$ cat src/rtl/aux_cmd_engine_if.sv
// aux_io control link between the command engine (master) and aux_io (slave).
// Handshake: master pulses a read/write req for one cycle only while busy=0;
// slave raises busy the next cycle and drops it when the transfer completes.
// Read data is valid in the first cycle busy is low again; write data is held by the master.
interface aux_cmd_engine_if;
    logic        aux_read_req;
    logic        aux_write_req;
    logic [31:0] aux_data_write;
    logic [31:0] aux_data_read;
    logic [16:0] aux_address;
    logic        aux_busy;
    logic [3:0]  dbg_state;

    modport master (
        output aux_read_req, aux_write_req, aux_data_write, aux_address, dbg_state,
        input  aux_data_read, aux_busy
    );

    modport slave (
        input  aux_read_req, aux_write_req, aux_data_write, aux_address, dbg_state,
        output aux_data_read, aux_busy
    );
endinterface

$ cat src/rtl/aux_cmd_engine.sv
// Command engine: fetches headers/payloads over aux_io, executes WRITE/READ/NOP
// against the local register bus and returns one response word per command or read word.
module aux_cmd_engine #(
    parameter int MAX_COUNT = 256
) (
    input  logic                    clk,
    input  logic                    reset,
    input  logic                    enable,
    aux_cmd_engine_if.master        aux,
    output logic [15:0]             reg_addr,
    output logic [31:0]             reg_wdata,
    output logic                    reg_we,
    output logic                    reg_re,
    input  logic [31:0]             reg_rdata,
    output logic                    active,
    output logic [15:0]             cmd_done_count,
    output logic [15:0]             cmd_err_count
);

    typedef enum logic [3:0] {
        IDLE       = 4'd0,
        HDR_REQ    = 4'd1,
        HDR_WAIT   = 4'd2,
        DECODE     = 4'd3,
        WD_REQ     = 4'd4,
        WD_WAIT    = 4'd5,
        REG_WR     = 4'd6,
        RD_STROBE  = 4'd7,
        RD_CAPTURE = 4'd8,
        RSP_REQ    = 4'd9,
        RSP_WAIT   = 4'd10,
        NEXT       = 4'd11
    } state_t;

    localparam logic [11:0] MAX_CNT  = 12'(MAX_COUNT);
    localparam logic [3:0]  OP_NOP   = 4'd0;
    localparam logic [3:0]  OP_WRITE = 4'd1;
    localparam logic [3:0]  OP_READ  = 4'd2;

    state_t      state;
    state_t      state_nxt;
    logic [31:0] hdr;
    logic [31:0] wdata;
    logic [31:0] rsp;
    logic [15:0] addr;
    logic [11:0] cnt;
    logic [15:0] done_cnt;
    logic [15:0] err_cnt;

    logic [3:0]  hdr_op;
    logic [11:0] hdr_cnt;
    logic        hdr_err;

    assign hdr_op  = hdr[31:28];
    assign hdr_cnt = hdr[27:16];
    assign hdr_err = (hdr_op > OP_READ) ||
                     ((hdr_op != OP_NOP) && ((hdr_cnt == 12'd0) || (hdr_cnt > MAX_CNT)));

    always_ff @(posedge clk or posedge reset) begin
        if (reset) begin
            state <= IDLE;
        end else begin
            state <= state_nxt;
        end
    end

    always_comb begin
        state_nxt = state;
        case (state)
            IDLE:       if (enable && !aux.aux_busy) state_nxt = HDR_REQ;
            HDR_REQ:    if (!aux.aux_busy) state_nxt = HDR_WAIT;
            HDR_WAIT:   if (!aux.aux_busy) state_nxt = DECODE;
            DECODE:     state_nxt = (hdr_err || hdr_op != OP_WRITE) ? RSP_REQ : WD_REQ;
            WD_REQ:     if (!aux.aux_busy) state_nxt = WD_WAIT;
            WD_WAIT:    if (!aux.aux_busy) state_nxt = REG_WR;
            REG_WR:     state_nxt = (cnt == 12'd1) ? RSP_REQ : WD_REQ;
            RD_STROBE:  state_nxt = RD_CAPTURE;
            RD_CAPTURE: state_nxt = RSP_REQ;
            RSP_REQ:    if (!aux.aux_busy) state_nxt = RSP_WAIT;
            // Words still owed means a READ is mid-transfer; otherwise the command is finished.
            RSP_WAIT:   if (!aux.aux_busy) state_nxt = (cnt != 12'd0) ? RD_STROBE : NEXT;
            NEXT:       state_nxt = IDLE;
            default:    state_nxt = IDLE;
        endcase
    end

    always_comb begin
        aux.aux_read_req  = 1'b0;
        aux.aux_write_req = 1'b0;
        reg_we            = 1'b0;
        reg_re            = 1'b0;
        case (state)
            HDR_REQ, WD_REQ: aux.aux_read_req  = !aux.aux_busy;
            RSP_REQ:         aux.aux_write_req = !aux.aux_busy;
            REG_WR:          reg_we = 1'b1;
            RD_STROBE:       reg_re = 1'b1;
            default: ;
        endcase
        active = (state != IDLE);
    end

    always_ff @(posedge clk or posedge reset) begin
        if (reset) begin
            hdr      <= '0;
            wdata    <= '0;
            rsp      <= '0;
            addr     <= '0;
            cnt      <= '0;
            done_cnt <= '0;
            err_cnt  <= '0;
        end else begin
            case (state)
                HDR_WAIT: if (!aux.aux_busy) hdr <= aux.aux_data_read;
                DECODE: begin
                    addr <= hdr[15:0];
                    // Errors and NOPs carry no data words, so the counter starts empty.
                    cnt  <= (hdr_err || hdr_op == OP_NOP) ? 12'd0 : hdr_cnt;
                    if (hdr_err) begin
                        rsp     <= {4'hE, hdr[27:0]};
                        err_cnt <= err_cnt + 16'd1;
                    end else if (hdr_op == OP_NOP) begin
                        rsp <= {4'h8, hdr[27:0]};
                    end else if (hdr_op == OP_READ) begin
                        rsp <= {4'hA, hdr[27:0]};
                    end
                end
                WD_WAIT: if (!aux.aux_busy) wdata <= aux.aux_data_read;
                REG_WR: begin
                    addr <= addr + 16'd1;
                    cnt  <= cnt - 12'd1;
                    if (cnt == 12'd1) rsp <= {4'h9, hdr[27:0]};
                end
                RD_CAPTURE: begin
                    rsp  <= reg_rdata;
                    addr <= addr + 16'd1;
                    cnt  <= cnt - 12'd1;
                end
                NEXT: done_cnt <= done_cnt + 16'd1;
                default: ;
            endcase
        end
    end

    assign aux.aux_data_write = rsp;
    assign aux.aux_address    = 17'd0;
    assign aux.dbg_state      = state;
    assign reg_addr           = addr;
    assign reg_wdata          = wdata;
    assign cmd_done_count     = done_cnt;
    assign cmd_err_count      = err_cnt;

endmodule

$ cat src/flat_wrapper.sv
// flat-port wrapper written by rule: the top's interface ports become plain ports
module aux_cmd_engine_flat 
#(
    parameter int MAX_COUNT = 256
)
  (clk, reset, enable, reg_addr, reg_wdata, reg_we, reg_re, reg_rdata, active, cmd_done_count, cmd_err_count, aux_aux_read_req, aux_aux_write_req, aux_aux_data_write, aux_aux_address, aux_dbg_state, aux_aux_data_read, aux_aux_busy);
  aux_cmd_engine_if aux_i ();
  input  logic clk;
  input  logic reset;
  input  logic enable;
  output logic [15:0] reg_addr;
  output logic [31:0] reg_wdata;
  output logic reg_we;
  output logic reg_re;
  input  logic [31:0] reg_rdata;
  output logic active;
  output logic [15:0] cmd_done_count;
  output logic [15:0] cmd_err_count;
  output wire logic [$bits(aux_i.aux_read_req)-1:0] aux_aux_read_req;
  output wire logic [$bits(aux_i.aux_write_req)-1:0] aux_aux_write_req;
  output wire logic [$bits(aux_i.aux_data_write)-1:0] aux_aux_data_write;
  output wire logic [$bits(aux_i.aux_address)-1:0] aux_aux_address;
  output wire logic [$bits(aux_i.dbg_state)-1:0] aux_dbg_state;
  input wire logic [$bits(aux_i.aux_data_read)-1:0] aux_aux_data_read;
  input wire logic [$bits(aux_i.aux_busy)-1:0] aux_aux_busy;
  assign aux_aux_read_req = aux_i.aux_read_req;
  assign aux_aux_write_req = aux_i.aux_write_req;
  assign aux_aux_data_write = aux_i.aux_data_write;
  assign aux_aux_address = aux_i.aux_address;
  assign aux_dbg_state = aux_i.dbg_state;
  assign aux_i.aux_data_read = aux_aux_data_read;
  assign aux_i.aux_busy = aux_aux_busy;
  aux_cmd_engine #(.MAX_COUNT(MAX_COUNT)) u_core (.clk(clk), .reset(reset), .enable(enable), .aux(aux_i), .reg_addr(reg_addr), .reg_wdata(reg_wdata), .reg_we(reg_we), .reg_re(reg_re), .reg_rdata(reg_rdata), .active(active), .cmd_done_count(cmd_done_count), .cmd_err_count(cmd_err_count));
endmodule
$ cat config.mk
export PLATFORM = sky130hd
export DESIGN_NAME = aux_cmd_engine_flat
export DESIGN_NICKNAME = d
export VERILOG_FILES = /design/src/rtl/aux_cmd_engine_if.sv /design/src/rtl/aux_cmd_engine.sv /design/src/flat_wrapper.sv
export SDC_FILE = /design/constraint.sdc
export NUM_CORES = 1
export LEC_CHECK = 0
export ABC_AREA = 1
export CELL_PAD_IN_SITES_DETAIL_PLACEMENT = 0
export CELL_PAD_IN_SITES_GLOBAL_PLACEMENT = 1
export CORE_UTILIZATION = 36
export CTS_CLUSTER_SIZE = 14
export DETAILED_ROUTE_END_ITERATION = 8
export HOLD_SLACK_MARGIN = 0.08
export PLACE_DENSITY = 0.82
export SETUP_SLACK_MARGIN = 0.3
export SLEW_MARGIN = 20
export SYNTH_ARGS = -nofsm -noshare
export SYNTH_HDL_FRONTEND = slang
export SYNTH_SLANG_ARGS = --single-unit
$ cat constraint.sdc
create_clock -name clk -period 7.52 [get_ports clk]
set_clock_uncertainty 0.05 [all_clocks]
set_input_delay 1.88 -clock clk [delete_from_list [all_inputs] [get_ports clk]]
set_output_delay 1.88 -clock clk [all_outputs]
set_load 0.01 [all_outputs]
==> results by group, run 1 <==
Synthesis
  – Area share of the largest cell type after synthesis: between 50 and 60%
  – Post-synth design cell area: ~7900 µm²
  – Number of synthesis warnings: 0
  – Average cell area after synthesis: 8.20 µm²
  – Number of storage elements in the synthesis netlist: 160
  – Most common cell in the synthesized netlist: sky130_fd_sc_hd__nand2_1
  – Cell types occupying the most area after synthesis: sky130_fd_sc_hd__dfrtp_1 51%, sky130_fd_sc_hd__nand2_1 13%, sky130_fd_sc_hd__o21ai_0 6.3%
  – Main synth FF type: sky130_fd_sc_hd__dfrtp_1
  – Post-synth top area cell: sky130_fd_sc_hd__dfrtp_1
  – Most used standard cells in the synthesized netlist: 270 x sky130_fd_sc_hd__nand2_1, 160 x sky130_fd_sc_hd__dfrtp_1, 99 x sky130_fd_sc_hd__o21ai_0
  – Post-synthesis sequential area ratio: between 50 and 60%
  – Number of synthesized flops with an enable pin: 0
  – Share of synthesized registers carrying an async set or reset: 100%
  – Instance count of the mapped netlist: roughly 960
  – Number of different library cells in the post-synthesis netlist: 44

GRT
  – Global route total overflow: 0
  – Largest net degree at the start of global routing: around 110
  – First-pass GRT wire length: 33.0 mm
  – Vias in the first global route: 6378
  – Initial antenna violation count: 1
  – GRT Total Usage: roughly a fifth

Timing
  – Final setup fails: 0
  – Final clock period utilization by the worst path: 67.8%
  – Post-route minimum period: around 5.1 ns
  – Timing-limited maximum frequency: about 200 MHz
  – Setup ws final: 2.42 ns
  – Setup TNS after final layout: 0 ns
  – Setup repair after global routing missed its margin: false
  – Slew Viols, Final: 0
  – Final hold violations: 0
  – Worst slew margin relative to its limit: between 40% and 50%
  – Hold slack final: roughly 0.43 ns
  – Transition time at the pin with the least slew margin: 0.862 ns

Worst setup path
  – Crit Path Class: input port to output port
  – Maximum fanout encountered on the critical timing path: 3
  – Data required, critical path: ~5.6 ns
  – Startpoint types: input port
  – Data arrival time of the critical path: 3.17 ns
  – CP Capture Type: output port

Clock network
  – TritonCTS clock tree: done
  – Number of buffers between clock root and the deepest sink: 2
  – Cts hold-fix bufs: 0
  – CTS HTree Levels: 4
  – CTS root buffer: sky130_fd_sc_hd__clkbuf_16
  – Clock latency on the worst-skew pair: 0.43 ns
  – Number of buffers inserted during clock tree synthesis: 17
  – # resized after CTS: 0
  – Number of sinks on the clock net: 160
  – Post-CTS clock slew at the launch and capture registers of the worst setup and hold paths: 0.07 ns
  – Setup Fix Bufs, Post-CTS: 0

Drt
  – Post-DRT Antenna Nets: 0
  – Vias per cell: between 4 and 5
  – First drt pass iteration count: 5
  – Via total after detailed routing: 6728
  – DRC violation count after routing: 0
  – DRC violation total after the first TritonRoute iteration: roughly 320
  – Average wire length per cell after detail routing: 14.4 µm
  – Wire length reported by the detailed router: around 20 mm

Floorplanning
  – Die X-Extent: ~150 µm
  – FP Rows: 53
  – Placeable Area: 21200 µm²
  – Height of the die: roughly 150 µm
  – Number of ports placed on the die boundary: roughly 210
  – DIE AREA: between 20000 and 25000 µm²
  – Initial core utilization: a little under two fifths

Cells and area
  – Area Growth Syn to Fin: 33.6%
  – Number of antenna cells inserted: 0
  – Fill count: between 2000 and 2500
  – Layout cells sized above 1: under 10%
  – Post-layout net count: between 1000 and 1500

Worst hold path
  – Class of the tightest hold or removal check: register to register

Placement
  – Detailed-placement wirelength estimate: 14.7 mm
  – Count of input and output buffers: about 190
  – Worst Setup Slack post-DPL: roughly 2.4 ns
  – Placer's final routability congestion estimate: 0.824

Run status
  – Outcome: complete, no violations

Pwr
  – LEAKAGE: roughly 0.0050 µW
  – Maximum vdd drop: around 0.18 mV
  – PwrDens: between 300 and 400 nW/µm²

Run
  – Number of violations of the max-capacitance limit: 0
==> cells by family after synthesis <==
logic type,share of synthesized area (%)
muxes,1.67
other,0.0475
xor gates and xnor gates,3.89
buffers and inverters,8.79
and+or+nand+nor,22.5
AOI/OAI and AO/OA,11.5
DFF,50.8
adders and majority gates,0.793
==> placed cells by master (no fill, tap or decap), types with 2 or more instances in the layout <==
cell	instances
sky130_fd_sc_hd__nand3_1	40
sky130_fd_sc_hd__xor2_1	26
sky130_fd_sc_hd__o21ai_0	99
sky130_fd_sc_hd__clkdlybuf4s50_1	188
sky130_fd_sc_hd__dfrtp_1	160
sky130_fd_sc_hd__inv_1	97
sky130_fd_sc_hd__and3_1	2
sky130_fd_sc_hd__inv_6	3
sky130_fd_sc_hd__clkbuf_16	17
sky130_fd_sc_hd__clkinv_8	5
sky130_fd_sc_hd__mux2i_1	12
sky130_fd_sc_hd__nor2_1	68
sky130_fd_sc_hd__o22ai_1	3
sky130_fd_sc_hd__o21ai_1	40
sky130_fd_sc_hd__nor3_1	7
sky130_fd_sc_hd__nand2_2	4
sky130_fd_sc_hd__nor3_2	2
sky130_fd_sc_hd__inv_8	3
sky130_fd_sc_hd__xnor2_1	9
sky130_fd_sc_hd__o211ai_1	2
sky130_fd_sc_hd__o21bai_1	3
sky130_fd_sc_hd__clkinv_4	4
sky130_fd_sc_hd__nor2_2	5
sky130_fd_sc_hd__nand2_1	270
sky130_fd_sc_hd__inv_2	7
sky130_fd_sc_hd__conb_1	17
sky130_fd_sc_hd__a21oi_1	13
sky130_fd_sc_hd__buf_4	4
sky130_fd_sc_hd__a22oi_1	6
sky130_fd_sc_hd__ha_1	5
sky130_fd_sc_hd__nand4_1	15
==> critical path: stages <==
cell	delay [ns]
sky130_fd_sc_hd__clkdlybuf4s50_1	0.44
sky130_fd_sc_hd__nor4_1	0.27
sky130_fd_sc_hd__clkdlybuf4s50_1	0.58
==> through the flow <==
stage                     instance area (µm²)  std cells  total power (µW)  utilization (%)
final                                   10500       1429              3960             49.7
after detailed placement                 9920       1396              3130             46.7
after CTS                               10500       1428              4010             49.5
after floorplan                          7950        978              2420                -
after global routing                    10500       1429              4250             49.7
after global placement                   9920       1396              3100             46.7
==> state kept, by name, indices dropped and copies added (netlist names) <==
register and flops:
u_core.aux.aux_data_write 32, u_core.aux.dbg_state 4, u_core.cmd_done_count 16, u_core.cmd_err_count 16
u_core.cnt 12, u_core.hdr 32, u_core.reg_addr 16, u_core.reg_wdata 32
==> report_power, final <==
part	switching [µW]	leakage, µW	internal, µW
logic	928	0.00259	730
registers	276	0.00209	1170
clock network	408	0.000289	447
==> final timing paths <==
kind / depth (start not counted) / slack (ns) / start / endpoint
setup / recovery: 3 / 2.42 / aux_aux_busy / aux_aux_write_req
hold / removal: 2 / 0.43 / u_core.aux.aux_data_write[30] / u_core.aux.aux_data_write[30]
setup reg to reg: 11 / 3.97 / u_core.aux.dbg_state[2] / u_core.aux.aux_data_write[6]
hold reg to reg: 2 / 0.43 / u_core.aux.aux_data_write[30] / u_core.aux.aux_data_write[30]
max in group asynchronous: 4 / 4.18 / reset / u_core.aux.aux_data_write[14]
min in group asynchronous: 2 / 1.85 / reset / u_core.cmd_err_count[2]
==> layout make-up <==
cell class	instances	area, µm²	area share (%)
clock buffer	18	429	4.07
clock inverter	14	168	1.59
inverter	106	405	3.85
tap	275	344	3.26
sequential	160	4000	38.0
multi-input combinational	663	3250	30.8
timing repair buffer	193	1940	18.4
==> layer usage <==
metal	wire, µm	global-route usage (%)
met5	11	0
met3	1210	4.82
met1	9690	25.5
met2	9410	29.7
met4	253	5.25
Note: power is estimated with default switching activity, not from simulation.
==> run 2, diff against run 1 <==
==> constraint.sdc (replaced) <==
create_clock -name clk -period 4.8 [get_ports clk]
set_clock_uncertainty 0.05 [all_clocks]
set_input_delay 1.2 -clock clk [delete_from_list [all_inputs] [get_ports clk]]
set_output_delay 1.2 -clock clk [all_outputs]
set_load 0.01 [all_outputs]
==> run 2 against run 1 <==
Critical path depth unchanged. Wire length is 0.60% higher. Die area did not move. Register-to-register slack worse by 2.0 ns. Final cell count is the same. First-iteration DRC count increased by 3.8%. Design area barely moved. Worst hold slack better by 0.0011 ns. Largest power group unchanged.
==> results by group, run 2 (synthesized netlist as in run 1, its figures left out) <==
Run status
  – Outcome: complete, no violations (unchanged)

Placement
  – Count of input and output buffers: 188 (unchanged)
  – Detailed-placement wirelength estimate: 14.9 mm (was 14.7 mm)
  – Worst Setup Slack post-DPL: 1.06 ns (was 2.41 ns)
  – Placer's final routability congestion estimate: 0.824 (about the same)

Clock network
  – CTS HTree Levels: 4 (unchanged)
  – Post-CTS clock slew at the launch and capture registers of the worst setup and hold paths: 0.07 ns (about the same)
  – Number of buffers between clock root and the deepest sink: 2 (unchanged)
  – Clock latency on the worst-skew pair: 0.44 ns (was 0.43 ns)
  – # resized after CTS: 0 (unchanged)
  – TritonCTS clock tree: done (unchanged)
  – Number of sinks on the clock net: 160 (unchanged)
  – Setup Fix Bufs, Post-CTS: 0 (unchanged)
  – Cts hold-fix bufs: 0 (unchanged)
  – CTS root buffer: sky130_fd_sc_hd__clkbuf_16 (unchanged)
  – Number of buffers inserted during clock tree synthesis: 17 (unchanged)

Worst setup path
  – Startpoint types: input port (unchanged)
  – Cell Chain, Critical Path: clkdlybuf4s50_1 -> nor4_1 -> clkdlybuf4s50_1 (unchanged)
  – Data required, critical path: 3.55 ns (was 5.59 ns)
  – Most common cell type on the critical path: sky130_fd_sc_hd__clkdlybuf4s50_1 (unchanged)
  – Data arrival time of the critical path: 2.48 ns (was 3.17 ns)
  – Critical path depth in cells: 3 (unchanged)
  – Count of buffer and inverter cells on the critical path: 2 (unchanged)
  – Slowest stage delay, CP: 0.58 ns (about the same)
  – Family with the most delay on the worst path: buffers and inverters (unchanged)
  – Critical Path Source: aux_aux_busy (unchanged)
  – Crit Path Class: input port to output port (unchanged)
  – Cell count of the worst reg-to-reg path: 9 (was 11)
  – Launching point of the worst reg2reg path: u_core.aux.dbg_state[1] (was u_core.aux.dbg_state[2])
  – CP Capture Type: output port (unchanged)
  – Cell type of the slowest stage on the worst timing path: sky130_fd_sc_hd__clkdlybuf4s50_1 (unchanged)
  – Reg2Reg Setup Slack: 2.02 ns (was 3.97 ns)
  – Maximum fanout encountered on the critical timing path: 3 (unchanged)

GRT
  – Global route total overflow: 0 (unchanged)
  – GRT Total Usage: 19.3% (was 18.8%)
  – Vias in the first global route: 6426 (was 6378)
  – Largest net degree at the start of global routing: 144 (was 105)
  – First-pass GRT wire length: 33.7 mm (was 33.0 mm)
  – Initial antenna violation count: 1 (unchanged)

Pwr
  – PwrDens: 593 nW/µm² (was 376 nW/µm²)
  – LEAKAGE: 0.00497 µW (about the same)
  – Maximum vdd drop: 0.224 mV (was 0.175 mV)

Floorplanning
  – FP Rows: 53 (unchanged)
  – Placeable Area: 21200 µm² (unchanged)
  – Number of ports placed on the die boundary: 206 (unchanged)
  – Height of the die: 150 µm (unchanged)
  – DIE AREA: 22500 µm² (unchanged)
  – Die X-Extent: 150 µm (unchanged)
  – Initial core utilization: 37.2% (unchanged)

Cells and area
  – Most frequent standard cell in the layout excluding fill and tap cells: sky130_fd_sc_hd__nand2_1 (unchanged)
  – Final Util: 49.7% (about the same)
  – Layout cells sized above 1: 5.55% (was 5.46%)
  – Area Growth Syn to Fin: 33.7% (was 33.6%)
  – Leading cell types in the layout, fill and taps excluded: 270 x sky130_fd_sc_hd__nand2_1, 188 x sky130_fd_sc_hd__clkdlybuf4s50_1, 160 x sky130_fd_sc_hd__dfrtp_1, 99 x sky130_fd_sc_hd__o21ai_0, 97 x sky130_fd_sc_hd__inv_1 (unchanged)
  – Post-layout net count: 1214 (unchanged)
  – Number of antenna cells inserted: 0 (unchanged)

Run
  – Number of violations of the max-capacitance limit: 0 (unchanged)

Worst hold path
  – Cell depth of the worst min-delay path: 2 (unchanged)
  – Startpoint of the lowest-slack hold path: u_core.aux.aux_data_write[30] (unchanged)
  – Class of the tightest hold or removal check: register to register (unchanged)

Drt
  – DRC violation total after the first TritonRoute iteration: 330 (was 318)
  – Post-DRT Antenna Nets: 0 (unchanged)
  – Via total after detailed routing: 6693 (was 6728)
  – Vias per cell: 4.68 (was 4.71)
  – First drt pass iteration count: 5 (unchanged)
  – Wire length reported by the detailed router: 20.7 mm (was 20.6 mm)
  – Average wire length per cell after detail routing: 14.5 µm (was 14.4 µm)
  – DRC violation count after routing: 0 (unchanged)

Timing
  – Timing-limited maximum frequency: ~270 MHz
  – Post-route minimum period: about 3.7 ns
  – Transition time at the pin with the least slew margin: 0.799 ns (was 0.862 ns)
  – Hold slack final: 0.432 ns (was 0.431 ns)
  – Worst slew margin relative to its limit: 46.6% (was 42.5%)
  – Setup repair after global routing missed its margin: false (unchanged)
  – Final clock period utilization by the worst path: 77.7%
  – Slew Viols, Final: 0 (unchanged)
  – Setup ws final: 1.07 ns (was 2.42 ns)
  – Final setup fails: 0 (unchanged)
  – Setup TNS after final layout: 0 ns (unchanged)
  – Final hold violations: 0 (unchanged)
[run 2: changes by cell type in the layout (fill, tap and decap cells not counted)]
cell | before | now
sky130_fd_sc_hd__clkbuf_1 | 1 | 0
sky130_fd_sc_hd__clkinv_4 | 4 | 2
sky130_fd_sc_hd__clkinvlp_4 | 0 | 1
sky130_fd_sc_hd__inv_8 | 3 | 4
sky130_fd_sc_hd__inv_12 | 0 | 1
sky130_fd_sc_hd__buf_12 | 0 | 1
sky130_fd_sc_hd__buf_16 | 1 | 0
[run 2: through the flow]
stage          instance area (µm²)  instances  power (µW)
2_1_floorplan                 7950        978        3790
3_3_place_gp                  9930       1397        4860
3_5_place_dp                  9930       1397        4910
4_1_cts                      10500       1429        6320
5_1_grt                      10500       1429        6730
6_report                     10500       1429        6250
[run 2: final timing paths]
kind	endpoint
max	aux_aux_write_req
min	u_core.aux.aux_data_write[30]
max reg2reg	u_core.aux.aux_data_write[1]
min reg2reg	u_core.aux.aux_data_write[30]
max in group asynchronous	u_core.aux.dbg_state[2]
min in group asynchronous	u_core.cmd_done_count[1]
[run 2: layer usage]
| metal | up-vias | track usage [%] | share of wire (%) |
|---|---|---|---|
| met4 | 2 | 5.51 | 1.2 |
| li1 | 3411 | - | - |
| met3 | 21 | 5.37 | 6.4 |
| met5 | - | 0 | 0.063 |
| met1 | 3096 | 25.9 | 45 |
| met2 | 163 | 30.4 | 47 |
[run 2: power by group]
part / leakage (µW) / switching [µW] / internal [µW]
combinational: 0.00258 / 1460 / 1150
clock: 0.000297 / 672 / 711
sequential: 0.00209 / 425 / 1830
[run 2: layout make-up]
class	instances	area (µm²)
Clock inverter	15	186
Inverter	106	404
Multi-Input combinational cell	663	3250
Sequential cell	160	4000
Tap cell	275	344
Timing Repair Buffer	193	1930
Fill cell	2140	10700
Clock buffer	17	425
[run 2: worst min-delay path, cell delays in order (launching register included)]
cell	delay (ns)
sky130_fd_sc_hd__dfrtp_1	0.34
sky130_fd_sc_hd__nand2_1	0.05
sky130_fd_sc_hd__nand2_1	0.06
==> run 3, diff against run 2 <==
--- a/config.mk
+++ b/config.mk
@@ -8,11 +8,11 @@
 export ABC_AREA = 1
 export CELL_PAD_IN_SITES_DETAIL_PLACEMENT = 0
 export CELL_PAD_IN_SITES_GLOBAL_PLACEMENT = 1
-export CORE_UTILIZATION = 36
+export CORE_UTILIZATION = 32
 export CTS_CLUSTER_SIZE = 14
 export DETAILED_ROUTE_END_ITERATION = 8
 export HOLD_SLACK_MARGIN = 0.08
-export PLACE_DENSITY = 0.82
+export PLACE_DENSITY = 0.77
 export SETUP_SLACK_MARGIN = 0.3
 export SLEW_MARGIN = 20
 export SYNTH_ARGS = -nofsm -noshare
==> constraint.sdc (replaced) <==
create_clock -name clk -period 3.4 [get_ports clk]
set_clock_uncertainty 0.05 [all_clocks]
set_input_delay 0.85 -clock clk [delete_from_list [all_inputs] [get_ports clk]]
set_output_delay 0.85 -clock clk [all_outputs]
set_load 0.01 [all_outputs]
==> run 3 against run 2 <==
Power rose by 42%. Critical path type is now register to output port. Critical endpoint is now reg_we. Sequential share of layout area fell by 0.43 points. First-iteration DRC count rose by 8.2%.
==> results by group, run 3 (synthesized netlist as in run 1, its figures left out) <==
GRT
  – Initial antenna violation count: 0 (was 1)
  – M3 GR Usage: 4.53% (was 5.37%)
  – Vias in the first global route: 6584 (was 6426)
  – First-pass GRT wire length: 34.8 mm (was 33.7 mm)
  – Largest net degree at the start of global routing: 84 (was 144)
  – GRT Total Usage: 17.2% (was 19.3%)
  – Routing layer with the top usage in global route: met2 (unchanged)
  – Global routing met1 resource utilization: 22.6% (was 25.9%)
  – Global route total overflow: 0 (unchanged)
  – GR Layer Usage met2: 28.0% (was 30.4%)

Cells and area
  – Layout cells sized above 1: 6.04% (was 5.55%)
  – Final Util: 44.0% (was 49.7%)
  – Leading cell types in the layout, fill and taps excluded: 270 x sky130_fd_sc_hd__nand2_1, 187 x sky130_fd_sc_hd__clkdlybuf4s50_1, 160 x sky130_fd_sc_hd__dfrtp_1, 99 x sky130_fd_sc_hd__o21ai_0, 97 x sky130_fd_sc_hd__inv_1 (was 270 x sky130_fd_sc_hd__nand2_1, 188 x sky130_fd_sc_hd__clkdlybuf4s50_1, 160 x sky130_fd_sc_hd__dfrtp_1, 99 x sky130_fd_sc_hd__o21ai_0, 97 x sky130_fd_sc_hd__inv_1)
  – Post-route non-filler standard cell count: 1483 (was 1429)
  – Post-layout net count: 1219 (was 1214)
  – Most frequent standard cell in the layout excluding fill and tap cells: sky130_fd_sc_hd__nand2_1 (unchanged)
  – Area Growth Syn to Fin: 35.2% (was 33.7%)
  – Number of antenna cells inserted: 0 (unchanged)

Clock network
  – Clock latency on the worst-skew pair: 0.43 ns (was 0.44 ns)
  – CTS root buffer: sky130_fd_sc_hd__clkbuf_16 (unchanged)
  – Number of buffers inserted during clock tree synthesis: 17 (unchanged)
  – Post-CTS clock slew at the launch and capture registers of the worst setup and hold paths: 0.07 ns (about the same)
  – CTS HTree Levels: 4 (unchanged)
  – TritonCTS clock tree: done (unchanged)
  – Number of buffers between clock root and the deepest sink: 2 (unchanged)
  – Number of sinks on the clock net: 160 (unchanged)
  – Cts hold-fix bufs: 0 (unchanged)

Floorplanning
  – Initial core utilization: 32.5% (was 37.2%)
  – Die X-Extent: 159 µm (was 150 µm)
  – FP Rows: 57 (was 53)
  – Number of ports placed on the die boundary: 206 (unchanged)
  – DIE AREA: 25300 µm² (was 22500 µm²)
  – Placeable Area: 24200 µm² (was 21200 µm²)
  – Height of the die: 159 µm (was 150 µm)

Drt
  – Vias per cell: 4.56 (was 4.68)
  – Wire length reported by the detailed router: 21.1 mm (was 20.7 mm)
  – First drt pass iteration count: 7 (was 5)
  – Post-DRT Antenna Nets: 0 (unchanged)
  – DRC violation count after routing: 0 (unchanged)
  – Via total after detailed routing: 6756 (was 6693)
  – DRC violation total after the first TritonRoute iteration: 357 (was 330)
  – Average wire length per cell after detail routing: 14.2 µm (was 14.5 µm)

Timing
  – Final setup fails: 0 (unchanged)
  – Slew Viols, Final: 0 (unchanged)
  – Worst slew margin relative to its limit: 59.3% (was 46.6%)
  – Setup TNS after final layout: 0 ns (unchanged)
  – Timing-limited maximum frequency: about 340 MHz
  – Final clock period utilization by the worst path: between 80 and 90%
  – Final hold violations: 0 (unchanged)
  – Post-route minimum period: between 2 and 3 ns
  – Setup repair after global routing missed its margin: false (unchanged)
  – Transition time at the pin with the least slew margin: 0.610 ns (was 0.799 ns)
  – Hold slack final: 0.428 ns (was 0.432 ns)

Placement
  – Count of input and output buffers: 188 (unchanged)
  – Placed cell count: 1451 (was 1397)
  – Placer's final routability congestion estimate: 0.796 (was 0.824)
  – Detailed-placement wirelength estimate: 15.3 mm (was 14.9 mm)

Worst setup path
  – Critical Path Source: u_core.aux.dbg_state[0] (was aux_aux_busy)
  – Count of buffer and inverter cells on the critical path: 2 (unchanged)
  – Crit Path Class: register to output port (was input port to output port)
  – Data arrival time of the critical path: 2.02 ns (was 2.48 ns)
  – Startpoint types: register (was input port)
  – Cell type of the slowest stage on the worst timing path: sky130_fd_sc_hd__clkdlybuf4s50_1 (unchanged)
  – Launching point of the worst reg2reg path: u_core.aux.dbg_state[3] (was u_core.aux.dbg_state[1])
  – Family with the most delay on the worst path: buffers and inverters (unchanged)
  – Slowest stage delay, CP: 0.61 ns (was 0.58 ns)
  – Maximum fanout encountered on the critical timing path: 7 (was 3)
  – Data required, critical path: 2.50 ns (was 3.55 ns)
  – Cell Chain, Critical Path: inv_2 -> nand2_1 -> nor2_2 -> clkdlybuf4s50_1 (was clkdlybuf4s50_1 -> nor4_1 -> clkdlybuf4s50_1)
  – CP Capture Type: output port (unchanged)

Run
  – Number of violations of the max-capacitance limit: 0 (unchanged)

Pwr
  – LEAKAGE: 0.00502 µW (was 0.00497 µW)
  – Maximum vdd drop: 0.292 mV (was 0.224 mV)
  – PwrDens: 831 nW/µm² (was 593 nW/µm²)

Run status
  – Outcome: complete, no violations (unchanged)

Worst hold path
  – Startpoint of the lowest-slack hold path: u_core.aux.aux_data_write[30] (unchanged)
  – Class of the tightest hold or removal check: register to register (unchanged)
-- run 3: cell count changes in the layout (fill, tap and decap cells not counted), sizes merged --
cell | before | now
clkinv | 7 | 8
buf | 5 | 10
inv | 113 | 112
clkdlybuf4s50 | 188 | 187
dlymetal6s2s | 0 | 1
-- run 3: layout make-up --
| class | instances | area, µm² |
|---|---|---|
| inverter | 106 | 404 |
| tap | 324 | 405 |
| clock inverter | 15 | 188 |
| multi-input combinational | 663 | 3260 |
| timing repair buffer | 198 | 1980 |
| clock buffer | 17 | 425 |
| fill | 2512 | 13600 |
| sequential | 160 | 4000 |
-- run 3: power breakdown --
part / internal [µW] / switching (µW)
clock network: 1000 / 951
logic: 1640 / 2080
registers: 2590 / 602
total: 5230 / 3640
-- run 3: per-stage QoR --
stage               total power, µW  cell area, µm²  setup WS, ns
global placement               6920           10000         0.382
finish                         8870           10700         0.483
CTS                            8980           10700         0.305
floorplan                      5350            7950         0.471
detailed placement             6980           10000         0.305
global route                   9570           10700         0.411
-- run 3: metal layers --
layer / part of all wire (%) / up-vias
met3: 5.4 / 19
met1: 47 / 3148
met4: 1.4 / 0
met5: 0 / -
met2: 46 / 161
li1: - / 3428
-- run 3: path summary, 6_finish.rpt --
kind | to | slack [ns] | cells after the start
max | reg_we | 0.48 | 4
min reg2reg | u_core.aux.aux_data_write[30] | 0.43 | 2
max reg2reg | u_core.aux.aux_data_write[2] | 0.81 | 9
min | u_core.aux.aux_data_write[30] | 0.43 | 2
min in group asynchronous | u_core.cmd_done_count[7] | 0.71 | 2
max in group asynchronous | u_core.aux.aux_data_write[2] | 1.80 | 3
-- run 3: worst min-delay path: stages (launching register included) --
cell and delay [ns]:
sky130_fd_sc_hd__dfrtp_1 0.34, sky130_fd_sc_hd__nand2_1 0.06, sky130_fd_sc_hd__nand2_1 0.05
-- run 3: what timing repair did --
| item | CTS | global route |
|---|---|---|
| gates resized for setup | 0 | 2 |
| setup buffers | 0 | 0 |
| setup endpoints to repair | 0 | 1 |
